## src/rtl/q_loop_sequencer_if.sv

```systemverilog
// rtl/q_loop_sequencer_if.sv - control/measurement handshake bundle for q_loop_sequencer
interface q_loop_sequencer_if #(
  parameter int BUS_WIDTH = 10,
  parameter int MAX_ITER  = 16
);
  logic                          run;
  logic                          q_ready;
  logic [BUS_WIDTH-1:0]          q_measured;
  logic [BUS_WIDTH-1:0]          q_desired;
  logic                          went_unstable;
  logic                          start_o;
  logic                          enable_o;
  logic                          busy;
  logic                          converged;
  logic                          fault;
  logic [1:0]                    fault_code;
  logic [$clog2(MAX_ITER+1)-1:0] iter_count;

  modport master (
    input  run, q_ready, q_measured, q_desired, went_unstable,
    output start_o, enable_o, busy, converged, fault, fault_code, iter_count
  );

  modport slave (
    output run, q_ready, q_measured, q_desired, went_unstable,
    input  start_o, enable_o, busy, converged, fault, fault_code, iter_count
  );
endinterface

```

## src/rtl/q_loop_sequencer.sv

```systemverilog
// rtl/q_loop_sequencer.sv - Q-control loop sequencer: settle, start, measure, evaluate, supervise
// Optional instability abort (fault_code 11) is built when Q_SEQ_UNSTABLE_ABORT_EN is defined.
module q_loop_sequencer #(
  parameter int BUS_WIDTH      = 10,
  parameter int TOL            = 1,
  parameter int SETTLE_CYCLES  = 4,
  parameter int TIMEOUT_CYCLES = 256,
  parameter int CONV_COUNT     = 2,
  parameter int MAX_ITER       = 16
) (
  input logic                clk,
  input logic                rst,
  q_loop_sequencer_if.master bus
);
  localparam int IW = $clog2(MAX_ITER + 1);
  localparam int CW = $clog2(CONV_COUNT + 1);
  localparam int SW = (SETTLE_CYCLES > 1) ? $clog2(SETTLE_CYCLES) : 1;
  localparam int TW = (TIMEOUT_CYCLES > 1) ? $clog2(TIMEOUT_CYCLES) : 1;

  localparam logic [SW-1:0]        SETTLE_LAST = SW'((SETTLE_CYCLES > 0) ? SETTLE_CYCLES - 1 : 0);
  localparam logic [TW-1:0]        TMO_LAST    = TW'(TIMEOUT_CYCLES - 1);
  localparam logic [IW-1:0]        ITER_MAX    = IW'(MAX_ITER);
  localparam logic [CW-1:0]        CONV_MAX    = CW'(CONV_COUNT);
  localparam logic [BUS_WIDTH:0]   TOL_W       = (BUS_WIDTH + 1)'(TOL);

  localparam logic [1:0] FC_NONE     = 2'b00;
  localparam logic [1:0] FC_TIMEOUT  = 2'b01;
  localparam logic [1:0] FC_MAX_ITER = 2'b10;
  localparam logic [1:0] FC_UNSTABLE = 2'b11;

  typedef enum logic [2:0] {IDLE, SETTLE, START, MEASURE, EVAL, DONE, FAULT} state_t;

  state_t               state, state_n;
  logic [SW-1:0]        settle_cnt, settle_n;
  logic [TW-1:0]        tmo_cnt, tmo_n;
  logic [IW-1:0]        iter_cnt, iter_n, iter_inc;
  logic [CW-1:0]        conv_cnt, conv_n, conv_inc;
  logic [1:0]           code, code_n;
  logic [BUS_WIDTH-1:0] target, target_n, meas, meas_n;
  logic [BUS_WIDTH:0]   meas_w, target_w, diff;
  logic                 in_band, busy_state;
  logic                 start_r, enable_r, busy_r, conv_r, fault_r;

  // Widen by one bit so the absolute difference never wraps.
  assign meas_w   = {1'b0, meas};
  assign target_w = {1'b0, target};
  assign diff     = (meas_w >= target_w) ? meas_w - target_w : target_w - meas_w;
  assign in_band  = (diff <= TOL_W);

  assign iter_inc = (iter_cnt == ITER_MAX) ? iter_cnt : iter_cnt + 1'b1;
  assign conv_inc = !in_band ? '0 : (conv_cnt == CONV_MAX) ? conv_cnt : conv_cnt + 1'b1;
  assign busy_state = (state == SETTLE) || (state == START) ||
                      (state == MEASURE) || (state == EVAL);

  always_comb begin
    state_n  = state;
    settle_n = settle_cnt;
    tmo_n    = tmo_cnt;
    iter_n   = iter_cnt;
    conv_n   = conv_cnt;
    code_n   = code;
    target_n = target;
    meas_n   = meas;
    case (state)
      IDLE: if (bus.run) begin
        target_n = bus.q_desired;
        iter_n   = '0;
        conv_n   = '0;
        code_n   = FC_NONE;
        settle_n = '0;
        state_n  = SETTLE;
      end
      SETTLE: begin
        if (settle_cnt == SETTLE_LAST) state_n = START;
        else settle_n = settle_cnt + 1'b1;
      end
      START: begin
        tmo_n   = '0;
        state_n = MEASURE;
      end
      MEASURE: begin
        if (bus.q_ready) begin
          meas_n  = bus.q_measured;
          state_n = EVAL;
        end else if (tmo_cnt == TMO_LAST) begin
          code_n  = FC_TIMEOUT;
          state_n = FAULT;
        end else begin
          tmo_n = tmo_cnt + 1'b1;
        end
      end
      EVAL: begin
        iter_n = iter_inc;
        conv_n = conv_inc;
        if (conv_inc == CONV_MAX) begin
          state_n = DONE;
        end else if (iter_inc == ITER_MAX) begin
          code_n  = FC_MAX_ITER;
          state_n = FAULT;
        end else begin
          settle_n = '0;
          state_n  = SETTLE;
        end
      end
      DONE, FAULT: if (!bus.run) state_n = IDLE;
      default: state_n = IDLE;
    endcase
`ifdef Q_SEQ_UNSTABLE_ABORT_EN
    if (bus.went_unstable && ((state == MEASURE) || (state == EVAL))) begin
      code_n  = FC_UNSTABLE;
      state_n = FAULT;
    end
`endif
    // An abort beats everything else, including a just-raised fault.
    if (!bus.run && busy_state) begin
      code_n  = code;
      state_n = IDLE;
    end
  end

`ifndef Q_SEQ_UNSTABLE_ABORT_EN
  logic unused_went_unstable;
  assign unused_went_unstable = bus.went_unstable;
`endif

  always_ff @(posedge clk) begin
    if (!rst) begin
      state      <= IDLE;
      settle_cnt <= '0;
      tmo_cnt    <= '0;
      iter_cnt   <= '0;
      conv_cnt   <= '0;
      code       <= FC_NONE;
      target     <= '0;
      meas       <= '0;
      start_r    <= 1'b0;
      enable_r   <= 1'b0;
      busy_r     <= 1'b0;
      conv_r     <= 1'b0;
      fault_r    <= 1'b0;
    end else begin
      state      <= state_n;
      settle_cnt <= settle_n;
      tmo_cnt    <= tmo_n;
      iter_cnt   <= iter_n;
      conv_cnt   <= conv_n;
      code       <= code_n;
      target     <= target_n;
      meas       <= meas_n;
      start_r    <= (state_n == START);
      enable_r   <= (state_n == MEASURE);
      busy_r     <= (state_n == SETTLE) || (state_n == START) ||
                    (state_n == MEASURE) || (state_n == EVAL);
      conv_r     <= (state_n == DONE);
      fault_r    <= (state_n == FAULT);
    end
  end

  assign bus.start_o    = start_r;
  assign bus.enable_o   = enable_r;
  assign bus.busy       = busy_r;
  assign bus.converged  = conv_r;
  assign bus.fault      = fault_r;
  assign bus.fault_code = code;
  assign bus.iter_count = iter_cnt;
endmodule

```

## src/flat_wrapper.sv

```systemverilog
// flat-port wrapper written by rule: the top's interface ports become plain ports
module q_loop_sequencer_flat 
#(
  parameter int BUS_WIDTH      = 10,
  parameter int TOL            = 1,
  parameter int SETTLE_CYCLES  = 4,
  parameter int TIMEOUT_CYCLES = 256,
  parameter int CONV_COUNT     = 2,
  parameter int MAX_ITER       = 16
)
  (clk, rst, bus_run, bus_q_ready, bus_q_measured, bus_q_desired, bus_went_unstable, bus_start_o, bus_enable_o, bus_busy, bus_converged, bus_fault, bus_fault_code, bus_iter_count);
  q_loop_sequencer_if #(.BUS_WIDTH(BUS_WIDTH), .MAX_ITER(MAX_ITER)) bus_i ();
  input logic clk;
  input logic rst;
  input wire logic [$bits(bus_i.run)-1:0] bus_run;
  input wire logic [$bits(bus_i.q_ready)-1:0] bus_q_ready;
  input wire logic [$bits(bus_i.q_measured)-1:0] bus_q_measured;
  input wire logic [$bits(bus_i.q_desired)-1:0] bus_q_desired;
  input wire logic [$bits(bus_i.went_unstable)-1:0] bus_went_unstable;
  output wire logic [$bits(bus_i.start_o)-1:0] bus_start_o;
  output wire logic [$bits(bus_i.enable_o)-1:0] bus_enable_o;
  output wire logic [$bits(bus_i.busy)-1:0] bus_busy;
  output wire logic [$bits(bus_i.converged)-1:0] bus_converged;
  output wire logic [$bits(bus_i.fault)-1:0] bus_fault;
  output wire logic [$bits(bus_i.fault_code)-1:0] bus_fault_code;
  output wire logic [$bits(bus_i.iter_count)-1:0] bus_iter_count;
  assign bus_i.run = bus_run;
  assign bus_i.q_ready = bus_q_ready;
  assign bus_i.q_measured = bus_q_measured;
  assign bus_i.q_desired = bus_q_desired;
  assign bus_i.went_unstable = bus_went_unstable;
  assign bus_start_o = bus_i.start_o;
  assign bus_enable_o = bus_i.enable_o;
  assign bus_busy = bus_i.busy;
  assign bus_converged = bus_i.converged;
  assign bus_fault = bus_i.fault;
  assign bus_fault_code = bus_i.fault_code;
  assign bus_iter_count = bus_i.iter_count;
  q_loop_sequencer #(.BUS_WIDTH(BUS_WIDTH), .TOL(TOL), .SETTLE_CYCLES(SETTLE_CYCLES), .TIMEOUT_CYCLES(TIMEOUT_CYCLES), .CONV_COUNT(CONV_COUNT), .MAX_ITER(MAX_ITER)) u_core (.clk(clk), .rst(rst), .bus(bus_i));
endmodule
```

## config.mk

```make
export PLATFORM = sky130hd
export DESIGN_NAME = q_loop_sequencer_flat
export DESIGN_NICKNAME = d
export VERILOG_FILES = /design/src/rtl/q_loop_sequencer_if.sv /design/src/rtl/q_loop_sequencer.sv /design/src/flat_wrapper.sv
export SDC_FILE = /design/constraint.sdc
export NUM_CORES = 1
export LEC_CHECK = 0
export BUFFER_PORTS_ARGS = -buffer_cell sky130_fd_sc_hd__buf_2
export CORE_MARGIN = 4
export CORE_UTILIZATION = 40
export DETAILED_ROUTE_END_ITERATION = 12
export PLACE_DENSITY = 0.54
export SYNTH_ARGS = -nofsm -noshare
export SYNTH_HDL_FRONTEND = slang
export SYNTH_SLANG_ARGS = --single-unit
```

## constraint.sdc

```tcl
create_clock -name clk -period 6.2 [get_ports clk]
set_input_delay 1.24 -clock clk [delete_from_list [all_inputs] [get_ports clk]]
set_output_delay 1.24 -clock clk [all_outputs]
set_load 0.01 [all_outputs]
```

==> impl_metrics.env <==
export IMPL_ioPinCount=37
export IMPL_die_h_um=98.9
export IMPL_syn_cell_area_um2=3300
export IMPL_p_leak_nw=1.47
export IMPL_critPathMaxFanout=4
export IMPL_grt_max_degree=34
export IMPL_crit_arrival_ps=3320
export IMPL_cts_htree_levels=2
export IMPL_synth_edf_count=0
export IMPL_root_buffer="clkbuf_8"
export IMPL_antenna_found_initial=0
export IMPL_die_x_um=98.9
export IMPL_status="finished clean"
export IMPL_drv_cap=0
export IMPL_port_buffers=35
export IMPL_finalClockSkew_ps=2.47
export IMPL_rows=32
export IMPL_synth_top_cell_area_share=0.285
export IMPL_drtIter0Drc=124
export IMPL_fin_crit_sh=0.504
export IMPL_rsz0062_at_grt="no"
export IMPL_drc=0
export IMPL_post_cts_buffers=0
export IMPL_fmax_ghz=0.320
export IMPL_yosys_warnings=0
export IMPL_hold_viol=0
export IMPL_drive_gt1_frac=0.134
export IMPL_cts_tree="yes"
export IMPL_final_antenna_net_count=0
export IMPL_post_route_min_period_ps=3130
export IMPL_grtUsageTotal=0.161
export IMPL_synthTopCellsByArea="dfxtp_1 28%, ha_1 9.5%, a21oi_1 7.1%, nand2_1 6.7%, inv_1 3.9%"
export IMPL_coreArea_um2=7890
export IMPL_cts_resized=0
export IMPL_critical_path_class="register to register"
export IMPL_drt_first_pass_iters=4
export IMPL_synth_top_area_cell="dfxtp_1"
export IMPL_routed_wl_um=7770
export IMPL_max_clock_path_buffers=2
export IMPL_dp_final_hpwl_um=5940
export IMPL_path_clk_slew_ps=80
export IMPL_hold_class="register to register"
export IMPL_diodes=0
export IMPL_grt_first_pass_wirelength_um=13200
export IMPL_grt_overflow=0
export IMPL_wl_per_cell_um=14.1
export IMPL_yosysMostFrequentCell="nand2_1"
export IMPL_tns_ps=0
export IMPL_cts_sinks=47
export IMPL_ir_drop_uv=114
export IMPL_worstPathRequired_ps=6390
export IMPL_cp_end_kind="register"
export IMPL_layout_nets=500
export IMPL_worst_pin_slew_ps=1060
export IMPL_vias=2964
export IMPL_synthTopCellsByCount="59 x nand2_1, 47 x a21oi_1, 47 x dfxtp_1"
export IMPL_finalSetupViolCount=0
export IMPL_ys_flop_type="dfxtp_1"
export IMPL_place_gp_congestion=0.807
export IMPL_finalMaxSlewViolations=0
export IMPL_startpoint_type="register"
export IMPL_synth_distinct_cells=70
export IMPL_synthCells=424
export IMPL_hold_buffers=0
export IMPL_maxSlewHeadroom=0.292
export IMPL_fin_hold_ws_ps=455
export IMPL_synthArstFlopShare=0
export IMPL_die_area_um2=9780
export IMPL_avgSynthCellArea_um2=7.79
export IMPL_grt_pass1_vias=2881
export IMPL_syn2layout_area_growth_pct=9.39
export IMPL_initial_core_util=0.419
export IMPL_numCtsBuffers=5
export IMPL_viasPerCell=5.38
export IMPL_clock_latency_ps=290
export IMPL_synth_nets=476
export IMPL_fill_cells=815
export IMPL_yosysSeqAreaShare=0.285
export IMPL_power_density_nw_per_um2=188
export IMPL_ys_seq_elements=47
## worst max-delay path, stage by stage (launching register included)
cell,delay (ps)
dfxtp_1,330
inv_1,60
ha_1,170
inv_1,60
fa_1,430
a21o_1,200
a221oi_2,360
nand3_1,140
and3_1,210
a211o_1,280
a31oi_2,330
o21ai_1,160
a32o_1,280
## path summary, 6_finish.rpt
kind | start | to | slack (ps) | cells past startpoint
setup / recovery | u_core.meas[0] | u_core.bus.fault_code[0] | 3070 | 12
hold / removal | u_core.conv_cnt[1] | u_core.conv_cnt[1] | 460 | 2
hold reg to reg | u_core.conv_cnt[1] | u_core.conv_cnt[1] | 460 | 2
setup reg to reg | u_core.meas[0] | u_core.bus.fault_code[0] | 3070 | 12
## layout by cell type (no fill, tap or decap), types with 3 or more instances in the layout
cell       n
nand2_1   59
a21oi_1   47
dfxtp_1   47
buf_2     35
inv_1     34
nor2_1    28
ha_1      25
o21ai_0   15
and3_1    12
xor2_1    12
a21o_1     9
nand4_1    7
nor3_1     7
nand3_1    7
clkbuf_8   7
o21ai_1    6
nand2b_1   5
o21a_1     5
a31oi_1    5
or3_1      5
nor2b_1    4
xnor2_1    4
o22ai_1    3
nand3b_1   3
## registers in the layout, summed over array words and instances (netlist names)
register and count:
u_core.meas 10, u_core.target 10, u_core.tmo_cnt 8, u_core.bus.iter_count 5, u_core.state 3, u_core.bus.fault_code 2, u_core.conv_cnt 2, u_core.settle_cnt 2
u_core.bus.busy 1, u_core.bus.converged 1, u_core.bus.enable_o 1, u_core.bus.fault 1, u_core.bus.start_o 1
## per-stage QoR
stage          total power, W  cells  instance area, µm²  worst slack [ps]  utilization
2_1_floorplan        0.000449    424                3300              3520            -
3_3_place_gp         0.000485    543                3510              3030        0.445
3_5_place_dp         0.000487    543                3510              2990        0.445
4_1_cts              0.000688    551                3610              3100        0.458
5_1_grt              0.000723    551                3610              2920        0.458
6_report             0.000680    551                3610              3070        0.458
## area by class of cell
class,count,area (µm²),share of cell area
clock buffer,8,100,0.0277
inverter,34,128,0.0353
multi-input combinational,325,2140,0.593
sequential,47,941,0.260
tap,102,128,0.0353
timing repair buffer,35,175,0.0485
## per-layer routing
metal / vias to the layer above / GRT usage / routed length (µm)
met3: 8 / 0.0241 / 242
met2: 46 / 0.274 / 3660
met4: 0 / 0.0515 / 115
met5: - / 0 / 0
li1: 1542 / - / -
met1: 1368 / 0.210 / 3750
## power by group
group          switching [W]  internal, W  leakage, nW
combinational      0.0000975    0.0000690         1.04
sequential        0.00000637     0.000308        0.381
clock              0.0000974     0.000102       0.0515
total               0.000201     0.000479         1.47
## cell families after synthesis
family                   Yosys count  share of synthesized area
buffers and inverters             52                     0.0667
AO/OA/AOI/OAI                    122                      0.247
flip-flops                        47                      0.285
AND/OR/NAND/NOR                  157                      0.243
XOR/XNOR                          16                     0.0424
adder cells (fa/ha/maj)           27                      0.107
multiplexers                       3                    0.00947
(Power assumes the default switching activity.)
